===== config.mk =====
export PLATFORM = sky130hd
export DESIGN_NAME = seq_entry_ctrl
export DESIGN_NICKNAME = d
export VERILOG_FILES = /design/src/rtl/seq_entry_ctrl.sv
export SDC_FILE = /design/constraint.sdc
export NUM_CORES = 1
export LEC_CHECK = 0
export ABC_AREA = 1
export ABC_CLOCK_PERIOD_IN_PS = 2100
export BUFFER_PORTS_ARGS = -buffer_cell sky130_fd_sc_hd__buf_2
export CELL_PAD_IN_SITES_DETAIL_PLACEMENT = 1
export CELL_PAD_IN_SITES_GLOBAL_PLACEMENT = 1
export CORE_AREA = 2 2 81 83
export CTS_CLUSTER_SIZE = 10
export DETAILED_ROUTE_END_ITERATION = 7
export DIE_AREA = 0 0 83 85
export GPL_ROUTABILITY_DRIVEN = 0
export PLACE_DENSITY_LB_ADDON = 0.1
export SLEW_MARGIN = 20
export SYNTH_ARGS = -nofsm -noshare
export SYNTH_HDL_FRONTEND = slang
export SYNTH_SLANG_ARGS = --single-unit

===== constraint.sdc =====
create_clock -name clk -period 2.1 [get_ports clk]
set_clock_uncertainty 0.1 [all_clocks]
set_input_delay 0.42 -clock clk [delete_from_list [all_inputs] [get_ports clk]]
set_output_delay 0.42 -clock clk [all_outputs]
set_load 0.02 [all_outputs]

===== src/rtl/seq_entry_ctrl.sv =====
// Push-button symbol entry: synchronise and debounce two buttons, shift accepted
// symbols into a history register and flag matches of PATTERN.
module seq_entry_ctrl #(
    parameter logic [7:0] PATTERN     = 8'b0000_1011,
    parameter int         PAT_LEN     = 4,
    parameter int         DEB_CYCLES  = 4,
    parameter int         HOLD_CYCLES = 8
) (
    input  logic       clk,
    input  logic       reset,
    input  logic       btn_one,
    input  logic       btn_zero,
    input  logic       arm,
    input  logic       clr_cnt,
    output logic       sym_valid,
    output logic       sym_bit,
    output logic       match,
    output logic       match_led,
    output logic [7:0] match_cnt,
    output logic [1:0] state,
    output logic       err
);

    typedef enum logic [1:0] {
        IDLE  = 2'd0,
        RUN   = 2'd1,
        HOLD  = 2'd2,
        FAULT = 2'd3
    } state_t;

    localparam logic [PAT_LEN-1:0] PAT       = PATTERN[PAT_LEN-1:0];
    localparam logic [3:0]         FILL_MAX  = 4'(PAT_LEN);
    localparam logic [7:0]         DEB_LAST  = 8'(DEB_CYCLES - 1);
    localparam logic [7:0]         HOLD_LOAD = 8'(HOLD_CYCLES);

    // Bit 1 carries the '1' button, bit 0 the '0' button throughout.
    logic [1:0]         sync1_q, sync1_d, sync2_q, sync2_d;
    logic [1:0]         deb_q, deb_d, deb_prev_q, deb_prev_d;
    logic [7:0]         dcnt_q [2];
    logic [7:0]         dcnt_d [2];
    logic [1:0]         rise;
    state_t             state_q, state_d;
    logic [PAT_LEN-1:0] hist_q, hist_d;
    logic [3:0]         fill_q, fill_d;
    logic [7:0]         timer_q, timer_d;
    logic [7:0]         cnt_q, cnt_d;
    logic               sym_valid_q, sym_valid_d, sym_bit_q, sym_bit_d;
    logic               match_q, match_d, led_q, led_d, err_q, err_d;

    always_comb begin
        sync1_d    = {btn_one, btn_zero};
        sync2_d    = sync1_q;
        deb_prev_d = deb_q;
        deb_d      = deb_q;
        for (int i = 0; i < 2; i++) begin
            dcnt_d[i] = 8'd0;
            if (sync2_q[i] != deb_q[i]) begin
                if (dcnt_q[i] == DEB_LAST) deb_d[i] = sync2_q[i];
                else                       dcnt_d[i] = dcnt_q[i] + 8'd1;
            end
        end
    end

    assign rise = deb_q & ~deb_prev_q;

    always_comb begin
        state_d     = state_q;
        hist_d      = hist_q;
        fill_d      = fill_q;
        timer_d     = timer_q;
        sym_valid_d = 1'b0;
        sym_bit_d   = sym_bit_q;
        match_d     = 1'b0;
        case (state_q)
            IDLE: if (arm) state_d = RUN;
            RUN, HOLD: begin
                if (state_q == HOLD) begin
                    if (timer_q <= 8'd1) state_d = RUN;
                    else                 timer_d = timer_q - 8'd1;
                end
                if (rise == 2'b11) begin
                    state_d = FAULT;
                end else begin
                    // Match looks at the symbol shifted in on the previous edge.
                    if (sym_valid_q && fill_q == FILL_MAX && hist_q == PAT) begin
                        match_d = 1'b1;
                        state_d = HOLD;
                        timer_d = HOLD_LOAD;
                    end
                    if (rise != 2'b00) begin
                        sym_valid_d = 1'b1;
                        sym_bit_d   = rise[1];
                        hist_d      = {hist_q[PAT_LEN-2:0], rise[1]};
                        if (fill_q != FILL_MAX) fill_d = fill_q + 4'd1;
                    end
                end
            end
            default: state_d = FAULT;
        endcase
        if (!arm) begin
            state_d     = IDLE;
            sym_valid_d = 1'b0;
            match_d     = 1'b0;
            timer_d     = 8'd0;
        end
        if (state_d == IDLE) begin
            hist_d = '0;
            fill_d = 4'd0;
        end
        if (clr_cnt)                      cnt_d = 8'd0;
        else if (match_d && cnt_q != 8'hFF) cnt_d = cnt_q + 8'd1;
        else                              cnt_d = cnt_q;
        led_d = (state_d == HOLD);
        err_d = (state_d == FAULT);
    end

    always_ff @(posedge clk or posedge reset) begin
        if (reset) begin
            sync1_q     <= 2'b00;
            sync2_q     <= 2'b00;
            deb_q       <= 2'b00;
            deb_prev_q  <= 2'b00;
            dcnt_q[0]   <= 8'd0;
            dcnt_q[1]   <= 8'd0;
            state_q     <= IDLE;
            hist_q      <= '0;
            fill_q      <= 4'd0;
            timer_q     <= 8'd0;
            cnt_q       <= 8'd0;
            sym_valid_q <= 1'b0;
            sym_bit_q   <= 1'b0;
            match_q     <= 1'b0;
            led_q       <= 1'b0;
            err_q       <= 1'b0;
        end else begin
            sync1_q     <= sync1_d;
            sync2_q     <= sync2_d;
            deb_q       <= deb_d;
            deb_prev_q  <= deb_prev_d;
            dcnt_q[0]   <= dcnt_d[0];
            dcnt_q[1]   <= dcnt_d[1];
            state_q     <= state_d;
            hist_q      <= hist_d;
            fill_q      <= fill_d;
            timer_q     <= timer_d;
            cnt_q       <= cnt_d;
            sym_valid_q <= sym_valid_d;
            sym_bit_q   <= sym_bit_d;
            match_q     <= match_d;
            led_q       <= led_d;
            err_q       <= err_d;
        end
    end

    assign sym_valid = sym_valid_q;
    assign sym_bit   = sym_bit_q;
    assign match     = match_q;
    assign match_led = led_q;
    assign match_cnt = cnt_q;
    assign state     = state_q;
    assign err       = err_q;

endmodule

## After elaboration in Yosys (flattened, before gate mapping)

Cells that the tools add are included.
Widths: inputs -> output; s select.

| operators by class | value |
|---|---|
| add/sub/neg operators | 5 |
| order comparisons | 1 |
| eq/ne operators | 15 |
| multiplexer cells | 35 |
| bitwise gates (word level) | 3 |
| reduce and logical (&&, ||, !) cells | 16 |

Operators with widths:

| operator | number |
|---|---|
| $mux 8 | 12 |
| $mux 4 | 9 |
| $add 8x1->8 const B | 3 |
| $eq 8x2->1 const B | 2 |
| $mux 2 | 5 |
| $reduce_bool 2->1 | 5 |
| $eq 2x2->1 const B | 4 |
| $le 8x1->1 const B | 1 |
| $mux 1 | 8 |
| $ne 8x8->1 const B | 1 |
| $sub 8x1->8 const B | 1 |
| $reduce_and 3->1 | 2 |
| $add 4x1->4 const B | 1 |
| $eq 4x3->1 const B | 1 |
| $eq 4x4->1 const B | 1 |
| $logic_not 2->1 | 2 |
| $ne 2x1->1 const B | 2 |
| $ne 4x3->1 const B | 1 |
| $pmux 2 s2 | 1 |
| $reduce_and 2->1 | 2 |
| $reduce_and 4->1 | 1 |
| $logic_and 1x1->1 | 3 |
| $and 2x2->2 | 1 |
| $eq 2x1->1 const B | 1 |
| other kinds (4) | 5 |

| storage, ports and cells | value |
|---|---|
| register bits | 55 |
| input port bits | 6 |
| output and inout port bits | 15 |
| logic and storage cells | 92 |

## Longest topological paths before layout

| logic depth | value |
|---|---|
| depth in word-level cells | 10 |
| depth in mapped cells | 12 |

## Worst setup path before layout

Ideal clock, no wire load.

| timing | value |
|---|---|
| kind | register to register |
| start point | register state_q[0] (netlist: state[0]) |
| end point | register fill_q[0] |
| arrival time | 1727 ps |
| path slack | 155 ps |
| stages on the path, launching flop included | 10 |
| buffers on the path | 0 |
| clock period less this slack | 1945 ps |
| cells stage by stage | dfrtp_1 inv_1 ha_1 nor2_4 nor3_4 inv_2 nor2_1 inv_1 nand3_1 nand2_1 |

| between the ends | value |
|---|---|
| cells in the longest elaborated chain, start to end | 9 |

Ends and longest elaborated chain:

| element | RTL line | RTL |
|---|---|---|
| from (decl) | 42 | `state_t state_q, state_d;` |
| from (signal assigned) | 142 | `state_q <= state_d;` |
| $eq 2x2->1 / $mux 2 (equally long branches) | 74, 77, 78 |  |
| $mux 2 | 77 | `if (state_q == HOLD) begin` |
| $mux 2 | 85 | `if (sym_valid_q && fill_q == FILL_MAX && hist_q == PAT) begin` |
| $mux 2 | 81 | `if (rise == 2'b11) begin` |
| $pmux 2 s2 | 74 | `case (state_q)` |
| $mux 2 | 100 | `if (!arm) begin` |
| $logic_not 2->1 | 106 | `if (state_d == IDLE) begin` |
| $ne 2x1->1 (no source line) / $reduce_bool 2->1 (equally long branches) | - |  |
| $reduce_and 4->1 (no source line) | - |  |
| to (signal assigned) | 144 | `fill_q <= fill_d;` |
| to (decl) | 44 | `logic [3:0] fill_q, fill_d;` |

Several ways; a longest one is shown, not always the timed one.
A chain may end at the register's enable or synchronous reset.

## Final worst setup path

| timing | value |
|---|---|
| start point | register deb_q[1] (netlist: deb_prev_d[1]) |
| end point | register fill_q[1] |

| between the ends | value |
|---|---|
| cells in the longest elaborated chain, start to end | 8 |

Ends and longest elaborated chain:

| element | RTL line | RTL |
|---|---|---|
| from (decl) | 38 | `logic [1:0] deb_q, deb_d, deb_prev_q, deb_prev_d;` |
| from (signal assigned) | 121 | `deb_q <= 2'b00;` |
| from (signal assigned) | 138 | `deb_q <= deb_d;` |
| $and 2x2->2 (*) | 64 | `assign rise = deb_q & ~deb_prev_q;` |
| named net rise[1] | 41 | `logic [1:0] rise;` |
| $eq 2x2->1 | 81 |  |
| $mux 2 | 81 |  |
| $pmux 2 s2 | 74 |  |
| $mux 2 | 100 |  |
| $logic_not 2->1 | 106 |  |
| $ne 2x1->1 (no source line) / $reduce_bool 2->1 (equally long branches) | - |  |
| $reduce_and 4->1 (no source line) | - |  |

Mark *: on every way through the listed nets, which the timed path passes. The rest lies on a longest branch.

==> metrics.txt <==
met1 GRT Util 0.246; multiplexer share of the synthesized area 0; worst rel slew slack 0.696; CP required between 2 and 2.5 ns; GRT Max-Usage Layer met2; Final Net Count 371; Yosys top cell by area dfrtp_1; CTS tree built; met3 Usage GRT 0.0292; Clock Path Buffers 2; placed inst area around 3000 µm²; most common cell after layout, fill and taps aside dfrtp_1; synth warn 0; DIE WIDTH roughly 83 µm; Clock Sink Count 55; startpoint types flop; largest family of logic cells by synthesized area simple AND/OR/NAND/NOR gates; net count after synthesis 335; non-filler instance count after layout 431; wire per inst 13.9 µm; Pwr Total 3.69 mW; DRC errors left 0; Unique masters post-synth 31; endpoints failing setup 0; Max Slew Vio Count 0; design area 3190 µm²; share of layout cells above drive strength 1 0.189; placed cell count 420; Avg Cell Area, Syn 8.81 µm²; Routed WL 5970 µm; initial core utilization 0.450; Hold Slack 0.00658 ns; Tmin final 1.91 ns; sequential element share of the synthesized area 0.493; # port buffers 20; multi-input gate area in the final layout 1220 µm²; chip height 85 µm; top cell type's share of synthesized area 0.493; Initial DRC Count 48; Max-cap violations 0; critical path endpoint category flop; register area 1380 µm²; Die ar. 7060 µm²; Initial DRT Pass Iterations 4; vias in the first global route 2350; largest cells by area after synthesis dfrtp_1 49%, inv_1 6.7%, nor2_1 5.9%; Final Hold Viols 0; Root Driver clkbuf_8; Worst Max-Slew Pin Slew ~0.45 ns; adder-cell share of the synthesized area 0.0538; final worst path period share 0.909; Core Area 6200 µm²; antenna violations before repair 0; largest net degree at the start of global routing 22; routing usage on met2 0.323; detailed placement HPWL 4570 µm; Crit Path Class flop to flop; share of the synthesized area in compound gates (AO/OA/AOI/OAI) 0.0775; H-tree lvl count 2; diode count 0; Hold Crit Class input port to asynchronous set/reset pin; Synth Area in Simple Gates 0.245; clk_lat worst skew about 0.3 ns; Via density 5.01; Peak supply drop 454 µV; synthesized instance count 317; DR vias 2159; gr ovfl total 0; # rows 29; Post-DRT Antenna Nets 0; Fmax 0.524 GHz; CP Max Fanout 4; Inserted Clock Buffers 5; Post-Syn Area 2790 µm²; P_leak 1.58 nW; commonest cells after routing, fill and taps aside 55 x dfrtp_1, 49 x inv_1, 44 x nor2_1; status finished, final reports clean; WP data arrival 2.01 ns; Post-Synth XOR/XNOR Area 0.0533; Layout area overhead 14.2%; clk slew on worst S/H paths 0.10 ns; I/O pin total 21; power density over cell area 1160 nW/µm²; Tot GR Track Use 0.185; Fill cells around 750; global-route wire length before repair between 10000 and 15000 µm; Synth Register Bits 55
[what timing repair did]
action / 4_1_cts / 5_1_grt
setup endpoints to repair: 0 / 11
hold buffers: 0 / 0
setup buffers: 0 / 3
gates resized for setup: 0 / 5
[final cells by class]
| class | count | area share |
|---|---|---|
| Clock inverter | 2 | 0.0110 |
| Sequential cell | 55 | 0.432 |
| Multi-Input combinational cell | 206 | 0.381 |
| Clock buffer | 6 | 0.0259 |
| Timing Repair Buffer | 30 | 0.0549 |
| Tap cell | 77 | 0.0302 |
| Inverter | 55 | 0.0648 |
[worst max-delay path, cell delays in order (launching register included)]
cell	delay, ns
dfrtp_1	0.39
inv_1	0.07
nor2_1	0.15
inv_1	0.10
ha_1	0.24
nor3_4	0.24
inv_2	0.09
nor2_1	0.16
inv_1	0.11
nand3_1	0.10
nand2_1	0.06
[synth_stat cells, drive strengths merged]
library cell and number:
a211oi 1, nand3 25, nand4 7, ha 12, a31oi 2, a21oi 13, buf 1, nor3 15
a31o 1, o21ai 17, a22oi 1, nand2 42, nor2 48, nor4 3, dfrtp 55, o211ai 1
inv 55, and3 1, xnor2 2, xor2 15
[sequential cells by signal (all words and copies together) (netlist names), 2 cells and up]
name        count
dcnt_q         16
deb_prev_d      2
deb_prev_q      2
fill_q          4
hist_q          4
match_cnt       8
state           2
sync1_q         2
sync2_q         2
timer_q         8
[cell families after synthesis]
logic type | after synthesis
fa+ha+maj | 12
xor+xnor | 17
compound gates | 36
flops | 55
simple gates | 141
buf+inv | 56
[metrics by stage]
stage | setup slack [ns] | utilization | TNS, ns
4_1_cts | 0.0340 | 0.507 | 0
3_3_place_gp | 0.194 | 0.488 | 0
2_1_floorplan | 0.155 | - | 0
5_1_grt | -0.00379 | 0.514 | -0.00380
6_report | 0.191 | 0.514 | 0
3_5_place_dp | 0.0687 | 0.488 | 0
[layer usage]
layer,wire [µm],share of wire,vias up
met4,49,0.0082,0
li1,-,-,1083
met1,2860,0.48,1055
met5,0,0,-
met2,2960,0.50,16
met3,100,0.017,5
[report_power, final]
part / switching (mW) / internal [mW]
clock network: 0.346 / 0.386
registers: 0.164 / 1.27
logic: 0.997 / 0.527
[final timing paths]
path,from,slack [ns],to,cells after the start
max,deb_prev_d[1],0.19,fill_q[1],10
min,reset,0.007,sync2_q[0],2
max reg2reg,deb_prev_d[1],0.19,fill_q[1],10
min reg2reg,sync1_q[0],0.26,sync2_q[0],0
max in group asynchronous,reset,1.27,timer_q[6],3
min in group clk,btn_zero,0.11,sync1_q[0],1
Note: power is estimated with default switching activity, not from simulation.
